## src/rtl/fp_div_pkg.sv

```systemverilog
// fp_div_pkg: shared types and sizing helpers for the fixed-point divider.
// Provides the FSM state enum, width/iteration helpers and Q16.16 saturation values.
package fp_div_pkg;

  typedef enum logic [1:0] {
    IDLE,
    CALC,
    FIX,
    DONE
  } fp_div_state_e;

  localparam int IW_DEF = 16;
  localparam int QW_DEF = 16;
  localparam int W_DEF  = IW_DEF + QW_DEF;

  localparam logic [W_DEF-1:0] Q_MAX_DEF = {1'b0, {(W_DEF-1){1'b1}}};
  localparam logic [W_DEF-1:0] Q_MIN_DEF = {1'b1, {(W_DEF-1){1'b0}}};

  function automatic int calc_w(input int iw, input int qw);
    return iw + qw;
  endfunction

  // One step per quotient bit, plus a guard bit when rounding.
  function automatic int calc_n(input int iw, input int qw, input int rnd);
    return iw + qw + qw + rnd;
  endfunction

endpackage

```

## src/rtl/fp_div_step.sv

```systemverilog
// fp_div_step: one combinational restoring-division iteration.
// Ports: rem_i/bit_i/div_i in, rem_o (next remainder) and qbit_o (quotient bit) out.
module fp_div_step
  import fp_div_pkg::*;
#(
  parameter int W = W_DEF
) (
  input  logic [W:0] rem_i,
  input  logic       bit_i,
  input  logic [W:0] div_i,
  output logic [W:0] rem_o,
  output logic       qbit_o
);

  logic [W+1:0] trial;
  logic [W+1:0] diff;
  logic         unused_top;

  assign trial  = {rem_i, bit_i};
  assign diff   = trial - {1'b0, div_i};
  assign qbit_o = trial >= {1'b0, div_i};
  assign rem_o  = qbit_o ? diff[W:0] : trial[W:0];

  // The remainder stays below the divisor, so the top bit is always zero.
  assign unused_top = diff[W+1] ^ trial[W+1];

endmodule

```

## src/rtl/fp_div_seq.sv

```systemverilog
// fp_div_seq: sequential radix-2 restoring signed Q(IW.QW) divider with saturation.
// Ports: clk, rst_n, in_valid/in_ready, a, b, out_valid/out_ready, q, clipping, div_zero; macro FP_DIV_ROUND_EN.
module fp_div_seq
  import fp_div_pkg::*;
#(
  parameter int IW = IW_DEF,
  parameter int QW = QW_DEF,
  localparam int W = calc_w(IW, QW)
) (
  input  logic         clk,
  input  logic         rst_n,
  input  logic         in_valid,
  output logic         in_ready,
  input  logic [W-1:0] a,
  input  logic [W-1:0] b,
  output logic         out_valid,
  input  logic         out_ready,
  output logic [W-1:0] q,
  output logic         clipping,
  output logic         div_zero
);

`ifdef FP_DIV_ROUND_EN
  localparam int RND = 1;
`else
  localparam int RND = 0;
`endif

  localparam int N  = calc_n(IW, QW, RND);
  localparam int CW = $clog2(N + 1);
  localparam int MW = W + QW + 1;

  localparam logic [W-1:0] QMAX = {1'b0, {(W-1){1'b1}}};
  localparam logic [W-1:0] QMIN = {1'b1, {(W-1){1'b0}}};

  fp_div_state_e state_q;

  // dq_q shifts dividend bits out of the top and quotient bits in at the bottom.
  logic [N-1:0]  dq_q;
  logic [W:0]    rem_q;
  logic [W:0]    div_q;
  logic [CW-1:0] cnt_q;
  logic          sign_q;
  logic          dz_q;
  logic          in_ready_q;
  logic          out_valid_q;
  logic [W-1:0]  q_q;
  logic          clip_q;
  logic          dzo_q;

  logic [W:0]    a_mag;
  logic [W:0]    b_mag;
  logic [N-1:0]  dq_load;
  logic [W:0]    rem_nx;
  logic          qbit;

  logic [MW-1:0] mag;
  logic [MW-1:0] lim;
  logic [W-1:0]  fix_q;
  logic          fix_clip;

  assign a_mag   = a[W-1] ? -{a[W-1], a} : {1'b0, a};
  assign b_mag   = b[W-1] ? -{b[W-1], b} : {1'b0, b};
  assign dq_load = N'(a_mag) << (N - W);

  fp_div_step #(
    .W(W)
  ) u_step (
    .rem_i (rem_q),
    .bit_i (dq_q[N-1]),
    .div_i (div_q),
    .rem_o (rem_nx),
    .qbit_o(qbit)
  );

  always_comb begin
`ifdef FP_DIV_ROUND_EN
    // Guard bit added to the magnitude: round half away from zero.
    mag = MW'(dq_q[N-1:1]) + MW'(dq_q[0]);
`else
    mag = MW'(dq_q);
`endif
    lim = MW'(1) << (W - 1);
    if (!sign_q) begin
      lim = lim - MW'(1);
    end
    fix_q    = '0;
    fix_clip = 1'b0;
    if (dz_q) begin
      // The dividend was never shifted, so zero here means a was zero.
      if (dq_q != '0) begin
        fix_q    = sign_q ? QMIN : QMAX;
        fix_clip = 1'b1;
      end
    end else if (mag > lim) begin
      fix_q    = sign_q ? QMIN : QMAX;
      fix_clip = 1'b1;
    end else begin
      fix_q = sign_q ? -mag[W-1:0] : mag[W-1:0];
    end
  end

  always_ff @(posedge clk or negedge rst_n) begin
    if (!rst_n) begin
      state_q     <= IDLE;
      dq_q        <= '0;
      rem_q       <= '0;
      div_q       <= '0;
      cnt_q       <= '0;
      sign_q      <= 1'b0;
      dz_q        <= 1'b0;
      in_ready_q  <= 1'b1;
      out_valid_q <= 1'b0;
      q_q         <= '0;
      clip_q      <= 1'b0;
      dzo_q       <= 1'b0;
    end else begin
      unique case (state_q)
        IDLE: begin
          if (in_valid) begin
            sign_q     <= a[W-1] ^ b[W-1];
            dz_q       <= (b == '0);
            dq_q       <= dq_load;
            rem_q      <= '0;
            div_q      <= b_mag;
            cnt_q      <= '0;
            in_ready_q <= 1'b0;
            state_q    <= (b == '0) ? FIX : CALC;
          end
        end
        CALC: begin
          rem_q <= rem_nx;
          dq_q  <= {dq_q[N-2:0], qbit};
          cnt_q <= cnt_q + CW'(1);
          if (cnt_q == CW'(N - 1)) begin
            state_q <= FIX;
          end
        end
        FIX: begin
          // Divide-by-zero waits one cycle here so its result lands two edges after acceptance.
          if (dz_q && cnt_q == '0) begin
            cnt_q <= CW'(1);
          end else begin
            q_q         <= fix_q;
            clip_q      <= fix_clip;
            dzo_q       <= dz_q;
            out_valid_q <= 1'b1;
            state_q     <= DONE;
          end
        end
        DONE: begin
          if (out_ready) begin
            out_valid_q <= 1'b0;
            in_ready_q  <= 1'b1;
            state_q     <= IDLE;
          end
        end
        default: state_q <= IDLE;
      endcase
    end
  end

  assign in_ready  = in_ready_q;
  assign out_valid = out_valid_q;
  assign q         = q_q;
  assign clipping  = clip_q;
  assign div_zero  = dzo_q;

endmodule

```

## config.mk

```make
export PLATFORM = sky130hd
export DESIGN_NAME = fp_div_seq
export DESIGN_NICKNAME = d
export VERILOG_FILES = /design/src/rtl/fp_div_pkg.sv /design/src/rtl/fp_div_step.sv /design/src/rtl/fp_div_seq.sv
export SDC_FILE = /design/constraint.sdc
export NUM_CORES = 1
export LEC_CHECK = 0
export CORE_MARGIN = 1.5
export CORE_UTILIZATION = 40
export DETAILED_ROUTE_END_ITERATION = 10
export SETUP_SLACK_MARGIN = 0.2
export SLEW_MARGIN = 10
export SYNTH_ARGS = -nofsm -noshare
export SYNTH_HDL_FRONTEND = slang
export SYNTH_SLANG_ARGS = --single-unit
```

## constraint.sdc

```tcl
create_clock -name clk -period 5.3 [get_ports clk]
set_clock_uncertainty 0.2 [all_clocks]
set_input_delay 1.06 -clock clk [delete_from_list [all_inputs] [get_ports clk]]
set_output_delay 1.06 -clock clk [all_outputs]
set_load 0.01 [all_outputs]
```

==> metrics.txt, run 1 <==
post-route setup TNS=0 ps; register area share after synthesis=34.70%; worst path cell trace=inv_1 -> ha_1 -> nand4_1 -> or4_1 -> nor3_1 -> nand2_1 -> a22o_1 -> buf_4 -> or3_1 -> or3b_2 -> a31oi_1; Worst Hold Launch=div_q[13]; Crit. End Element=register; LEAKAGE=5.773 nW; First DRT Iteration DRCs=766; vias in the first global route=10290; # fillers=2847; htree depth=4; Post-CTS Resized=0; pwr/cell area=631.6 nW/µm²; RSZ-0062 raised after global routing=no; Worst-Margin Slew=1167 ps; Layout Utilization=47.40%; CP peak stage delay=630 ps; largest area contributor in the netlist=dfrtp_1; Max VDD drop=0.3066 mV; Clock Latency Late Sink=440 ps; Final nets=1612; worst r2r dst=q[15]; Worst Path Max Fanout=21; cell count after synthesis=1396; Post-synth EDFFs=0; antenna-violating nets left=0; root buf cell=clkbuf_16; Setup Fix Bufs, Post-CTS=0; final hold viol count=0; Max Cap Viol=0; final setup fails=0; Synth Area per Inst=8.269 µm²; setup ws final=981.8 ps; I/O pins=104; Seq pwr share=26.0%; Clock Sinks=160; global-route wire length before repair=52.45 mm; Pins Over Slew Limit=0; top cells by area, synth=dfrtp_1 34%, o21ai_0 8.4%, ha_1 8.1%; ys async rst share=100.0%; worst hold path type=reg -> reg; Worst R2R Setup Slack=980 ps; Cell Area, Synth=11540 µm²; worst reg2reg path startpoint=sign_q; crit start category=register; Die Wd=172.9 µm; via-per-instance ratio=5.671; Yosys reg bits=160; largest net degree at the start of global routing=96; synth cell count leaders=194 x o21ai_0, 173 x nand2_1, 159 x dfrtp_1; wire per inst=16.78 µm; post-route minimum period=4318 ps; CTS buffer count=17; die area=29890 µm²; Crit-path slowest cell=dfrtp_1; # DRC=0; Sw Ratio=48.15%; die height=172.9 µm; hold_buf cts=0; Tcrit/Tclk final=81.48%; number of antenna violations at the first check in global routing=0; Tot Pwr=8.547 mW; Vias=10580; Synth Flop Type=dfrtp_1; Synth cell types=69; Routed WL=31.30 mm; Post-Syn Nets=1540; Layout area overhead=17.22%; CTS tree=built; Critical Path RT=5460 ps; routability cong.=0.9083; Max Freq=0.2316 GHz; Pre-antenna DRT Iters=5; Tot GR Track Use=21.14%; Endpoint, Worst Hold=div_q[13]; worst rel slew slack=21.97%; critical path type=reg -> reg; Top Usage Layer GRT=met2; clock network fraction of total power=14.3%; Reg clk slew, reported paths=70 ps; status=finished, final reports clean; effective utilization at floorplan=40.44%; synth warn=0; HPWL Detailed=22.81 mm; most common cell in the synthesized netlist=o21ai_0; met1 Use GR=27.80%; Gate power share=59.8%; P_int=4.431 mW; met3 global-route usage=2.902%; routing usage on met2=36.56%; row cnt=62; Hold Path Stages=2; layout cells sized above 1=5.267%; Core Area=28550 µm²; Antenna Cells=0; Switch Pwr=4.116 mW; dpl ws=802.1 ps; buffers added on ports=103; overflow left after global routing=0; share of the synthesized area in the top cell type=34.47%; clock buffer depth=2; CP Data Arrival Time=4470 ps; reg2reg path depth=11
==> cell usage in the layout (no fill, tap or decap), types with 5 or more instances in the layout <==
master / n
nor2_1: 98
o21a_1: 8
a31oi_1: 22
clkinvlp_4: 5
nand3_1: 20
dfrtp_1: 159
a211oi_1: 7
nor4_1: 23
nand2b_1: 11
nand4_1: 20
o41ai_1: 9
nand3b_1: 5
a32oi_1: 12
nor3_1: 26
xor2_1: 62
o31ai_1: 20
o211ai_1: 7
clkdlybuf4s50_1: 102
a221oi_1: 7
clkbuf_16: 17
o21ai_0: 194
ha_1: 75
nand2_1: 172
mux2i_1: 27
nor3b_1: 13
buf_4: 19
or3_1: 26
xnor2_1: 28
nor2b_1: 9
inv_1: 53
o31a_1: 6
inv_8: 5
a21o_1: 16
or4_1: 14
a21oi_1: 97
a22o_1: 17
==> cells by family (layout without fill, tap and decap cells) <==
family                     after synthesis  after routing  share of synthesized area, %
muxes                                   29             29                         2.536
xor gates and xnor gates                90             90                         6.829
buffers and inverters                  124            209                         4.043
DFF                                    160            160                         34.70
AOI/OAI and AO/OA                      452            452                         23.85
adders and majority gates               76             76                         8.303
and+or+nand+nor                        465            465                         19.75
==> flip-flops by register name, indices dropped and copies added (netlist names) <==
name       count
div_q         33
q             32
clipping       1
out_valid      1
state_q        2
dz_q           1
dq_q          48
sign_q         1
div_zero       1
rem_q         33
cnt_q          6
in_ready       1
==> per-layer routing <==
layer / up-vias / wire (µm)
met5: - / 0
met4: 0 / 494
met3: 36 / 1188
met2: 260 / 15210
met1: 5040 / 14410
li1: 5241 / -
==> critical path, delay by kind of cell, from the launching register on <==
family	cells	cell delay [ps]
buffers and inverters	2	460
adders and majority gates	1	360
and+or+nand+nor	6	2180
DFF	1	630
AOI/OAI and AO/OA	2	420
==> power groups by stage <==
| stage | combinational [mW] | sequential (mW) | clock, mW |
|---|---|---|---|
| 6_report | 5.11 | 2.22 | 1.22 |
| 5_1_grt | 5.79 | 2.29 | 1.28 |
| 4_1_cts | 5.11 | 2.22 | 1.24 |
| 3_5_place_dp | 5.07 | 2.24 | 0 |
| 3_3_place_gp | 4.99 | 2.22 | 0 |
| 2_1_floorplan | 3.63 | 2.15 | 0 |
==> worst max-delay path by stage <==
stage	to	slack, ps	start
floorplan	q[21]	1270	sign_q
global placement	div_q[29]	790	b[6]
detailed placement	div_q[29]	800	b[6]
CTS	q[15]	1030	sign_q
global route	q[28]	670	dq_q[1]
finish	q[15]	980	sign_q
==> final cells by class <==
cell class              count  area (µm²)  area share (%)
inverters                  54       202.7           1.498
clock inverters            15       145.1           1.073
repair buffers            123        1195           8.830
well taps                 384       480.5           3.551
flip-flops and latches    160        4005           29.60
clock buffers              17       425.4           3.144
multi-input cells        1112        7078           52.31
==> through the flow <==
| stage | instance area [µm²] | cells | hold slack, ps |
|---|---|---|---|
| final | 13530 | 1865 | 276.2 |
| after global routing | 13530 | 1865 | 306.8 |
| after CTS | 13530 | 1865 | 285.9 |
| after detailed placement | 12960 | 1833 | 271.0 |
| after global placement | 12960 | 1833 | 255.1 |
| after floorplan | 11540 | 1396 | 249.8 |
Power figures use the tool's default switching activity.
==> inputs of run 2 (changes only) <==
Clock period 5.3 ns to 4.2 ns, I/O delays scaled along.
==> metrics.txt, run 2 (synthesis gave the netlist of run 1 again) <==
antenna-violating nets left=0 (unchanged); Tcrit/Tclk final=88.24%; Regs by FF count=dq_q: 48 flops, div_q: 33 flops, rem_q: 33 flops (unchanged); Crit. End Element=register (unchanged); post-route minimum period=3706 ps; crit start category=input pin (was register); # fillers=2806 (was 2847); CTS tree=built (unchanged); Layout Utilization=48.12% (was 47.40%); worst rel slew slack=24.18% (was 21.97%); critical path type=in -> reg (was reg -> reg); final setup fails=0 (unchanged); CTS buffer count=17 (unchanged); global-route wire length before repair=52.86 mm (was 52.45 mm); Crit-path slowest cell=or4_1 (was dfrtp_1); row cnt=62 (unchanged); wire per inst=16.53 µm (was 16.78 µm); pwr/cell area=795.0 nW/µm² (was 631.6 nW/µm²); CP peak stage delay=610 ps (was 630 ps); Worst Path Max Fanout=4 (was 21); max FFs per register=48 (unchanged); via-per-instance ratio=5.622 (was 5.671); Max VDD drop=0.3370 mV (was 0.3066 mV); Antenna Cells=0 (unchanged); leading cell types in the layout, fill and taps excluded=194 x o21ai_0, 172 x nand2_1, 158 x dfrtp_1 (was 194 x o21ai_0, 172 x nand2_1, 159 x dfrtp_1); Pins Over Slew Limit=0 (unchanged); clock buffer depth=2 (unchanged); htree depth=4 (unchanged); dpl ws=51.37 ps (was 802.1 ps); Clock Sinks=160 (unchanged); most common cell after layout, fill and taps aside=o21ai_0 (unchanged); Max Freq=0.2698 GHz; # DRC=0 (unchanged); worst hold path type=in -> async (was reg -> reg); Tot GR Track Use=21.38% (was 21.14%); overflow left after global routing=0 (unchanged); die area=29890 µm² (unchanged); I/O pins=104 (unchanged); Critical Path RT=4290 ps (was 5460 ps); CP Data Arrival Time=3800 ps (was 4470 ps); placed cell areas=13130 µm² (was 12960 µm²); RSZ-0062 raised after global routing=no (unchanged); hold_buf cts=0 (unchanged); final hold viol count=0 (unchanged); Die Wd=172.9 µm (unchanged); LEAKAGE=5.896 nW (was 5.773 nW); die height=172.9 µm (unchanged); largest net degree at the start of global routing=70 (was 96); status=finished, final reports clean (unchanged); reg2reg path depth=10 (was 11); crit path from=b[6] (was sign_q); root buf cell=clkbuf_16 (unchanged); setup ws final=493.8 ps (was 981.8 ps); CP bufs+invs=1 (was 2); buffers added on ports=103 (unchanged); HPWL Detailed=22.91 mm (was 22.81 mm); final instance area=13740 µm² (was 13530 µm²); worst r2r dst=q[6] (was q[15]); Core Area=28550 µm² (unchanged); number of antenna violations at the first check in global routing=0 (unchanged); worst path cell trace=clkdlybuf4s50_1 -> nor4_1 -> nand4_1 -> or3_1 -> or2_2 -> or4_1 -> o31ai_1 -> xor2_1 -> o21ai_0 (was inv_1 -> ha_1 -> nand4_1 -> or4_1 -> nor3_1 -> nand2_1 -> a22o_1 -> buf_4 -> or3_1 -> or3b_2 -> a31oi_1); Final nets=1633 (was 1612); layout cells sized above 1=6.791% (was 5.267%); routability cong.=0.8754 (was 0.9083); largest reg by FF count=dq_q (unchanged); Setup Fix Bufs, Post-CTS=0 (unchanged); Vias=10600 (was 10580); Routed WL=31.17 mm (was 31.30 mm); Worst-Margin Slew=1134 ps (was 1167 ps); Layout area overhead=18.99% (was 17.22%); effective utilization at floorplan=40.44% (unchanged); First DRT Iteration DRCs=685 (was 766); Pre-antenna DRT Iters=6 (was 5); Worst R2R Setup Slack=510 ps (was 980 ps); Max Cap Viol=0 (unchanged); post-route setup TNS=0 ps (unchanged); Worst path top cell family by delay=simple AND/OR/NAND/NOR gates (unchanged); worst reg2reg path startpoint=sign_q (unchanged); vias in the first global route=10340 (was 10290); Post-CTS Resized=0 (unchanged); Clock Latency Late Sink=430 ps (was 440 ps); Reg clk slew, reported paths=70 ps (about the same)
[run 2: area by class of cell]
class | instances | area, µm² | share of cell area, %
tap | 384 | 480.5 | 3.498
clock buffer | 20 | 466.7 | 3.398
clock inverter | 12 | 122.6 | 0.8927
inverter | 54 | 202.7 | 1.476
timing repair buffer | 144 | 1369 | 9.965
sequential | 160 | 4006 | 29.17
multi-input combinational | 1112 | 7088 | 51.60
[run 2: routing by layer]
metal	up-vias	global-route usage (%)	part of all wire, %
li1	5271	-	-
met1	5035	28.26	47
met2	257	36.63	48
met3	41	2.858	3.6
met4	0	5.978	1.5
met5	-	0	0
[run 2: how the worst max path moves through the flow]
stage           endpoint  cells after the start
6_report       div_q[29]                      9
5_1_grt        rem_q[26]                     11
4_1_cts        rem_q[25]                     10
3_5_place_dp   div_q[29]                      9
3_3_place_gp   div_q[29]                      9
2_1_floorplan      q[21]                     12
[run 2: where the power goes]
| group | switching (mW) | total [mW] | internal [mW] |
|---|---|---|---|
| clock network | 0.701 | 1.58 | 0.877 |
| logic | 3.84 | 6.55 | 2.71 |
| registers | 0.598 | 2.79 | 2.19 |
[run 2: metrics by stage]
| stage | hold slack (ps) | cells | power [mW] |
|---|---|---|---|
| 2_1_floorplan | 249.8 | 1396 | 7.289 |
| 3_3_place_gp | 253.9 | 1854 | 9.218 |
| 3_5_place_dp | 263.3 | 1854 | 9.321 |
| 4_1_cts | 183.0 | 1886 | 10.94 |
| 5_1_grt | 209.1 | 1886 | 11.98 |
| 6_report | 158.3 | 1886 | 10.92 |
==> variant, RTL diff (flow settings as in run 1) <==
Add a define of `FP_DIV_ROUND_EN`.
--- a/src/rtl/fp_div_seq.sv
+++ b/src/rtl/fp_div_seq.sv
@@ -1,5 +1,7 @@
 // fp_div_seq: sequential radix-2 restoring signed Q(IW.QW) divider with saturation.
 // Ports: clk, rst_n, in_valid/in_ready, a, b, out_valid/out_ready, q, clipping, div_zero; macro FP_DIV_ROUND_EN.
+`define FP_DIV_ROUND_EN
+
 module fp_div_seq
   import fp_div_pkg::*;
 #(
Formal check against the unedited RTL: same outputs for any inputs over 10 cycles, from zero or initial values and one cycle with rst_n low; that may be too few to reach the edited logic, so the function may still have changed.
==> variant against run 1 <==
- global-route usage decreased by 0.066 points
- design area increased by 11%
- total power decreased by 19%
- sequential share of layout area decreased by 2.7 points
- routed wire length increased by 11%
- sequential cell count increased by 1
- critical path depth increased by 6
- area after synthesis increased by 12%
- setup slack got worse by 0.50 ns
- sequential power decreased by 6%
==> variant: results (changes against run 1) <==
| Metric | Value |
|---|---|
| Post-synth top cells | 171 x nand2_1, 167 x o21ai_0, 160 x dfrtp_1, 101 x a21oi_1, 99 x nor2_1 |
| Inserted Diodes | 0 (unchanged) |
| Post-DP Area | 0.0143 mm2 (+10%) |
| Initial antenna violation count | 0 (unchanged) |
| Cells after synthesis | 1582 (+13%) |
| Vias/cell | 5.76 (+1.6%) |
| Clock latency on the worst-skew pair | 0.44 ns (about the same) |
| Root Buffer | clkbuf_16 |
| GR Overflow Total | 0 (unchanged) |
| FP Rows | 65 (+4.8%) |
| Cells after DPL | 2030 (+11%) |
| LEAKAGE | 6.62 nW (+15%) |
| CTS H-Tree Depth | 4 (unchanged) |
| Vias in the first global route | 10900 (+6.0%) |
| Port bufs | 103 (unchanged) |
| Seq/Total Area, Yosys | 31.3% (-3.4 points) |
| Ys flop type | dfrtp_1 |
| First-pass GRT wire length | 57.3 mm (+9.2%) |
| Syn nets | 1729 (+12%) |
| Outcome | completed |
| First-pass DRT Iterations | 5 (unchanged) |
| GPL Wtd Cong | 0.956 (+5.2%) |
| Total CTS buffers | 17 (unchanged) |
| Dpl ws | 0.333 ns (-0.469 ns) |
| Asr flop ratio synth | 100% (unchanged) |
| Switching power | 3.10 mW (-25%) |
| Deepest clock path buffer count | 2 (unchanged) |
| Gr usage total | 21.1% (-0.066 points) |
| Worst EP arrival | 4.98 ns (+0.51 ns) |
| Final Non-Filler Cells | 2065 (+11%) |
| Final net count | 1797 (+11%) |
| Slew margin rel. | 16.0% (-6.0 points) |
| HPWL after DPL | 26.3 mm (+15%) |
| Critical path peak fanout | 10 (-52%) |
| Top flop regs | dq_q (49), div_q (33), rem_q (33) |
| CTS clk-pin slew, worst paths | 0.07 ns (about the same) |
| Final WL | 34.8 mm (+11%) |
| Peak VDD IR | 0.220 mV (-28%) |
| Top cells by area, synth | dfrtp_1 31%, ha_1 7.6%, o21ai_0 6.5%, xor2_1 5.8%, nand2_1 5.0% |
| Worst hold-check path type | reg2reg |
| Share of cells above drive strength 1 | 6.25% (+0.99 points) |
| Yosys cell types | 78 (+13%) |
| 1st-iter DRT viols | 738 (-3.7%) |
| Largest net degree at the start of global routing | 90 (-6.3%) |
## variant: changes by cell type in the layout (fill, tap and decap cells not counted), moves of 12 or more
cell,delta
buf_4,+12
nand3_1,+36
inv_1,+28
or3_1,-19
mux2i_1,+16
o21ai_0,-27
nand4_1,+23
xnor2_1,+14
xor2_1,+23
## variant: cell families after synthesis
family                     count (synthesis)  synth area share, %
buffers and inverters                    168                 5.08
DFF                                      161                 31.3
xor gates and xnor gates                 129                 8.77
and+or+nand+nor                          519                 20.1
AOI/OAI and AO/OA                        478                 23.3
muxes                                     48                 3.78
adders and majority gates                 79                 7.73
## variant: worst max-delay path: stages, from the launching register on
cell and delay, ns:
dfrtp_1 0.36, ha_1 0.24, ha_2 0.31, and4_2 0.36, nand2_1 0.18, nor3_1 0.29
xnor2_2 0.21, inv_1 0.11, ha_1 0.31, nand4_1 0.13, nor2_1 0.07, a221o_1 0.30
a2111oi_0 0.40, o31ai_1 0.15, o31ai_2 0.18, nand2_2 0.25, or4_1 0.53, a31oi_1 0.16
## variant: area by class of cell
type / count / area (um2)
Clock buffer: 20 / 457
Clock inverter: 12 / 148
Fill cell: 3142 / 16700
Inverter: 83 / 312
Multi-Input combinational cell: 1253 / 8250
Sequential cell: 161 / 4030
Tap cell: 402 / 503
Timing Repair Buffer: 134 / 1260
## variant: routing by layer
layer / part of all wire [%] / up-vias / track usage [%] / wire length, um
li1: - / 5916 / - / -
met1: 49 / 5650 / 30.8 / 17200
met2: 45 / 290 / 32.6 / 15600
met3: 4.0 / 46 / 2.55 / 1400
met4: 1.9 / 0 / 5.95 / 660
met5: 0 / - / 0 / 0
## variant: path summary, 6_finish.rpt
check,from,endpoint,slack (ns),depth (start not counted)
setup reg to reg,dq_q[0],q[16],0.48,17
setup / recovery,dq_q[0],q[16],0.48,17
min in group asynchronous,rst_n,div_q[5],0.48,1
hold / removal,div_q[3],div_q[3],0.28,2
hold reg to reg,div_q[3],div_q[3],0.28,2
max in group asynchronous,rst_n,rem_q[17],3.34,2
## variant: power by group through the flow
| stage | registers, mW | clock network, mW | logic, mW |
|---|---|---|---|
| final | 2.09 | 1.28 | 3.52 |
| after global routing | 2.16 | 1.36 | 3.93 |
| after CTS | 2.09 | 1.31 | 3.51 |
| after detailed placement | 2.11 | 0 | 3.49 |
| after global placement | 2.09 | 0 | 3.44 |
| after floorplan | 1.97 | 0 | 2.50 |
## variant: what timing repair did
| action | in CTS | in global routing |
|---|---|---|
| hold buffers | 0 | 0 |
| gates resized for setup | 0 | 8 |
| setup buffers | 0 | 3 |
| setup endpoints to repair | 0 | 31 |
